### src/rtl/ram_arb_pkg.sv
// Shared encodings for the CPU/video RAM arbiter: FSM states, bus owner,
// starvation defaults and the arbitration priority rule.
package ram_arb_pkg;

   typedef enum logic [1:0] {
      ST_IDLE    = 2'd0,
      ST_ISSUE   = 2'd1,
      ST_CAPTURE = 2'd2
   } state_t;

   typedef enum logic [1:0] {
      OWN_NONE = 2'd0,
      OWN_CPU  = 2'd1,
      OWN_VID  = 2'd2
   } owner_t;

   localparam int             STARVE_DEFAULT = 8;
   localparam int             CNT_W          = 8;
   localparam logic [CNT_W-1:0] CNT_MAX      = 8'hFF;

   // Video normally wins a tie; a starved CPU overrides it.
   function automatic owner_t pick_owner(input logic cpu_req,
                                         input logic vid_req,
                                         input logic starved);
      if (cpu_req && (!vid_req || starved))
         return OWN_CPU;
      else if (vid_req)
         return OWN_VID;
      else
         return OWN_NONE;
   endfunction

endpackage

### src/rtl/starve_counter.sv
// Saturating count of cycles the CPU has waited; flags when the wait
// reaches the STARVE threshold so the CPU can pre-empt video.
module starve_counter
   import ram_arb_pkg::*;
#(
   parameter int STARVE = STARVE_DEFAULT
) (
   input  logic clock,
   input  logic reset,
   input  logic inc,
   input  logic clr,
   output logic starved
);

   localparam logic [CNT_W-1:0] LIMIT = CNT_W'(STARVE);

   logic [CNT_W-1:0] count;

   always_ff @(posedge clock or posedge reset) begin
      if (reset)
         count <= '0;
      else if (clr)
         count <= '0;
      else if (inc && (count != CNT_MAX))
         count <= count + 1'b1;
   end

   assign starved = (count >= LIMIT);

endmodule

### src/rtl/ram_arbiter.sv
// Shares one single-port synchronous RAM (1-cycle read, active-low write)
// between the Z80 CPU and the video fetcher; one access per three cycles.
module ram_arbiter
   import ram_arb_pkg::*;
#(
   parameter int AW     = 14,
   parameter int STARVE = STARVE_DEFAULT
) (
   input  logic          clock,
   input  logic          reset,
   input  logic          cpu_req,
   input  logic          cpu_wr,
   input  logic [AW-1:0] cpu_a,
   input  logic [7:0]    cpu_d,
   output logic [7:0]    cpu_q,
   output logic          cpu_ack,
   output logic          cpu_wait,
   input  logic          vid_req,
   input  logic [AW-1:0] vid_a,
   output logic [7:0]    vid_q,
   output logic          vid_ack,
   output logic          ram_ce,
   output logic          ram_we,
   output logic [AW-1:0] ram_a,
   output logic [7:0]    ram_d,
   input  logic [7:0]    ram_q
);

   state_t state;
   owner_t owner;
   owner_t pick;
   logic   starved;
   logic   cpu_grant;

   assign pick      = pick_owner(cpu_req, vid_req, starved);
   assign cpu_grant = (state == ST_IDLE) && (pick == OWN_CPU);
   assign cpu_wait  = cpu_req & ~cpu_ack;

   // Counts every cycle the CPU asks but is not granted, including
   // cycles spent waiting for another owner's access to finish.
   starve_counter #(
      .STARVE (STARVE)
   ) u_starve (
      .clock   (clock),
      .reset   (reset),
      .inc     (cpu_req & ~cpu_grant),
      .clr     (~cpu_req | cpu_grant),
      .starved (starved)
   );

   // The RAM-side registers double as the latched request, so the
   // requester may change its address/data right after the grant edge.
   always_ff @(posedge clock or posedge reset) begin
      if (reset) begin
         state   <= ST_IDLE;
         owner   <= OWN_NONE;
         ram_ce  <= 1'b0;
         ram_we  <= 1'b1;
         ram_a   <= '0;
         ram_d   <= '0;
         cpu_q   <= '0;
         vid_q   <= '0;
         cpu_ack <= 1'b0;
         vid_ack <= 1'b0;
      end else begin
         cpu_ack <= 1'b0;
         vid_ack <= 1'b0;
         case (state)
            ST_IDLE: begin
               if (pick == OWN_CPU) begin
                  owner  <= OWN_CPU;
                  state  <= ST_ISSUE;
                  ram_ce <= 1'b1;
                  ram_we <= ~cpu_wr;
                  ram_a  <= cpu_a;
                  ram_d  <= cpu_d;
               end else if (pick == OWN_VID) begin
                  owner  <= OWN_VID;
                  state  <= ST_ISSUE;
                  ram_ce <= 1'b1;
                  ram_we <= 1'b1;
                  ram_a  <= vid_a;
               end
            end
            ST_ISSUE: begin
               ram_ce <= 1'b0;
               ram_we <= 1'b1;
               state  <= ST_CAPTURE;
            end
            ST_CAPTURE: begin
               // A CPU write also returns the pre-write contents.
               if (owner == OWN_CPU) begin
                  cpu_q   <= ram_q;
                  cpu_ack <= 1'b1;
               end else if (owner == OWN_VID) begin
                  vid_q   <= ram_q;
                  vid_ack <= 1'b1;
               end
               owner <= OWN_NONE;
               state <= ST_IDLE;
            end
            default: begin
               owner  <= OWN_NONE;
               ram_ce <= 1'b0;
               ram_we <= 1'b1;
               state  <= ST_IDLE;
            end
         endcase
      end
   end

endmodule

### config.mk
export PLATFORM = sky130hd
export DESIGN_NAME = ram_arbiter
export DESIGN_NICKNAME = d
export VERILOG_FILES = /design/src/rtl/ram_arb_pkg.sv /design/src/rtl/starve_counter.sv /design/src/rtl/ram_arbiter.sv
export SDC_FILE = /design/constraint.sdc
export NUM_CORES = 1
export LEC_CHECK = 0
export BUFFER_PORTS_ARGS = -buffer_cell sky130_fd_sc_hd__buf_4
export CORE_MARGIN = 2
export CORE_UTILIZATION = 50
export DETAILED_ROUTE_END_ITERATION = 7
export HOLD_SLACK_MARGIN = 0.08
export PLACE_DENSITY = 0.91
export SLEW_MARGIN = 0
export SYNTH_ARGS = -nofsm -noshare
export SYNTH_HDL_FRONTEND = slang
export SYNTH_SLANG_ARGS = --single-unit
### constraint.sdc
create_clock -name clock -period 2.2 [get_ports clock]
set_clock_uncertainty 0.1 [all_clocks]
set_input_delay 0.33 -clock clock [delete_from_list [all_inputs] [get_ports clock]]
set_output_delay 0.33 -clock clock [all_outputs]
set_load 0.02 [all_outputs]
==> results_dict.tcl <==
set metrics [dict create \
    powerDensity_mw_per_mm2 1240 \
    synthSimpleGateAreaFrac 0.127 \
    viasPerCell 5.84 \
    die_area_mm2 0.00584 \
    status "finished, final reports clean" \
    synth-adder-area-share 0.00954 \
    finalWorstSetupSlack_ns 0.187 \
    detailed_place.area_mm2 0.00339 \
    hpwl_um 4930 \
    yosysUniqueCellTypes 37 \
    rsz0062_at_grt "no" \
    synth_nets 286 \
    synth_compound_area_frac 0.203 \
    initial_core_util 0.517 \
    final_cell_mix "100 x buf_4, 53 x dfrtp_1, 21 x mux2_2, 21 x a21oi_1, 17 x a31oi_1" \
    route.vias.total 2297 \
    area_growth_pct 34.2 \
    synth_edf_count 0 \
    clk_latency_ns 0.31 \
    grt_pass1_wl_um 11000 \
    root_buffer "clkbuf_8" \
    cts.repair.resized 0 \
    synthMuxAreaShare 0.103 \
    grt_overflow_total 0 \
    clk_path_buf_depth 2 \
    place_ws_ns 0.204 \
    register_area_mm2 0.00135 \
    hold_path.class "input pin to flip-flop" \
    mostFrequentLayoutCell "buf_4" \
    gr-usage-all-layers 0.237 \
    layout_min_cycle_time_ns 2.01 \
    syn_avg_cell_area_um2 11.2 \
    hold_slack_ns 0.141 \
    synthesis.area_mm2 0.00262 \
    grt_max_degree 33 \
    rows 26 \
    drtIter0Drc 122 \
    p_leak_nw 1.60 \
    crit_required_ns 2.30 \
    synth-xor-area-share 0 \
    htree_levels 2 \
    dp.cells 384 \
    pin_count 92 \
    reg2reg_slack_ns 0.19 \
    worst-setup-path-type "flip-flop to flip-flop" \
    synth_top_family_by_area "compound AO/OA/AOI/OAI gates" \
    seq_area_frac_synth 0.515 \
    fin_util 0.694 \
    cts_buffers 5 \
    holdBufCountCts 1 \
    synth_top_area_frac 0.505 \
    syn_inst 235 \
    synthArstFlopShare 1.00 \
    yosys_register_bits 54 \
    end_kind "flip-flop" \
    arrival_ns 2.11 \
    slew_headroom 0.428 \
    fp.coreArea_mm2 0.00507 \
    drtPass1Iterations 4 \
    maxCapViolations 0 \
    port_buffers 91 \
    nNetsFinal 373 \
    path_clk_slew_ns 0.10 \
    ff2ff_path_depth 3 \
    synth_top_area_cell "dfrtp_1" \
    reg2reg_to "ram_d[4]" \
    ant_nets 0 \
    synth_flop_cell "dfrtp_1" \
    fin_crit_sh 0.915 \
    drc 0 \
    slowest_stage "or4_1" \
    final_cells 393 \
    cts_tree "built" \
    wl_per_cell_um 17.5 \
    ys_warn_count 0 \
    worst_setup_path_start_kind "flip-flop" \
    die_h_um 76.4 \
    grt_antenna_before_repair 0 \
    hold_viol 0 \
    gp_congestion 0.792 \
    holdPathStages 2 \
    design_area_mm2 0.00352 \
    dieWidth_um 76.4 \
    path_cells "or4_1, o211ai_4, mux2_2" \
    routed_wirelength_um 6890 \
    numClockSinks 54 \
    multi_input_area_mm2 0.00116 \
    postCtsSetupRepairBufs 0 \
    min_from "cpu_d[1]" \
    finalSetupViolCount 0 \
    rr_startpoint "u_starve.count[4]" \
    hold_path_end "ram_d[1]" \
    fillers 402 \
    grt_pass1_vias 2297 \
    worst_pin_slew_ns 0.858 \
    drive_gt1_frac 0.421 \
    fin_setup_tns_ns 0 \
    vdd_drop_max_uv 631 \
    fmaxAchievable_ghz 0.497 \
    slowest_delay_ns 0.61 \
    drv_slew 0 \
    synthTopCellsByArea "dfrtp_1 51%, mux2_2 9.0%, a2bb2oi_1 4.7%" \
    diodes 0 \
    cp_max_fo 9 \
    power_mw 4.37 \
]
-- sequential cells by signal (all words and copies together), names as in the netlist, 2 cells and up --
signal and count:
u_starve.count 8, ram_a 14, owner 2, cpu_q 8, ram_d 8, vid_q 8, state 2
-- synthesized netlist by cell type (all sizes together), types with 6 or more instances --
cell and n:
a31oi 17, nand3b 14, o211ai 15, nor3 7, clkbuf 16, a2bb2oi 14, dfrtp 53, buf 6
inv 6, a21oi 21, mux2 24
-- power by group --
part / leakage, nW / internal (mW) / total, mW / switching [mW]
clock network: 0.0587 / 0.345 / 0.678 / 0.333
logic: 0.885 / 0.912 / 1.99 / 1.08
registers: 0.654 / 1.41 / 1.70 / 0.291
-- logic make-up after synthesis --
logic type / after synthesis
muxes: 24
adders and majority gates: 2
and+or+nand+nor: 50
DFF: 54
AOI/OAI and AO/OA: 77
buffers and inverters: 28
-- how the worst max path moves through the flow --
stage                      start                end  slack [ns]
6_report       u_starve.count[4]           ram_d[4]        0.19
5_1_grt        u_starve.count[4]  u_starve.count[7]        0.10
4_1_cts        u_starve.count[4]  u_starve.count[0]        0.18
3_5_place_dp   u_starve.count[4]  u_starve.count[0]        0.20
3_3_place_gp   u_starve.count[4]           ram_d[3]        0.26
2_1_floorplan  u_starve.count[3]           ram_d[2]        0.21
-- critical path, delay by kind of cell (launching register included) --
| family | cells | cell delay [ns] |
|---|---|---|
| simple gates | 1 | 0.61 |
| flops | 1 | 0.44 |
| compound gates | 1 | 0.37 |
| mux | 1 | 0.39 |
-- routing by layer --
metal / track usage / wire length [µm] / up-vias
li1: - / - / 1065
met1: 0.289 / 2670 / 1142
met2: 0.426 / 3710 / 86
met3: 0.0427 / 468 / 4
met4: 0.0709 / 42 / 0
met5: 0 / 0 / -
-- cell type report --
| type | instances | share of cell area |
|---|---|---|
| Sequential cell | 54 | 0.384 |
| Multi-Input combinational cell | 153 | 0.330 |
| Timing Repair Buffer | 102 | 0.222 |
| Tap cell | 70 | 0.0249 |
| Clock buffer | 5 | 0.0195 |
| Clock inverter | 3 | 0.0135 |
| Inverter | 6 | 0.00640 |
Power figures use the tool's default switching activity.
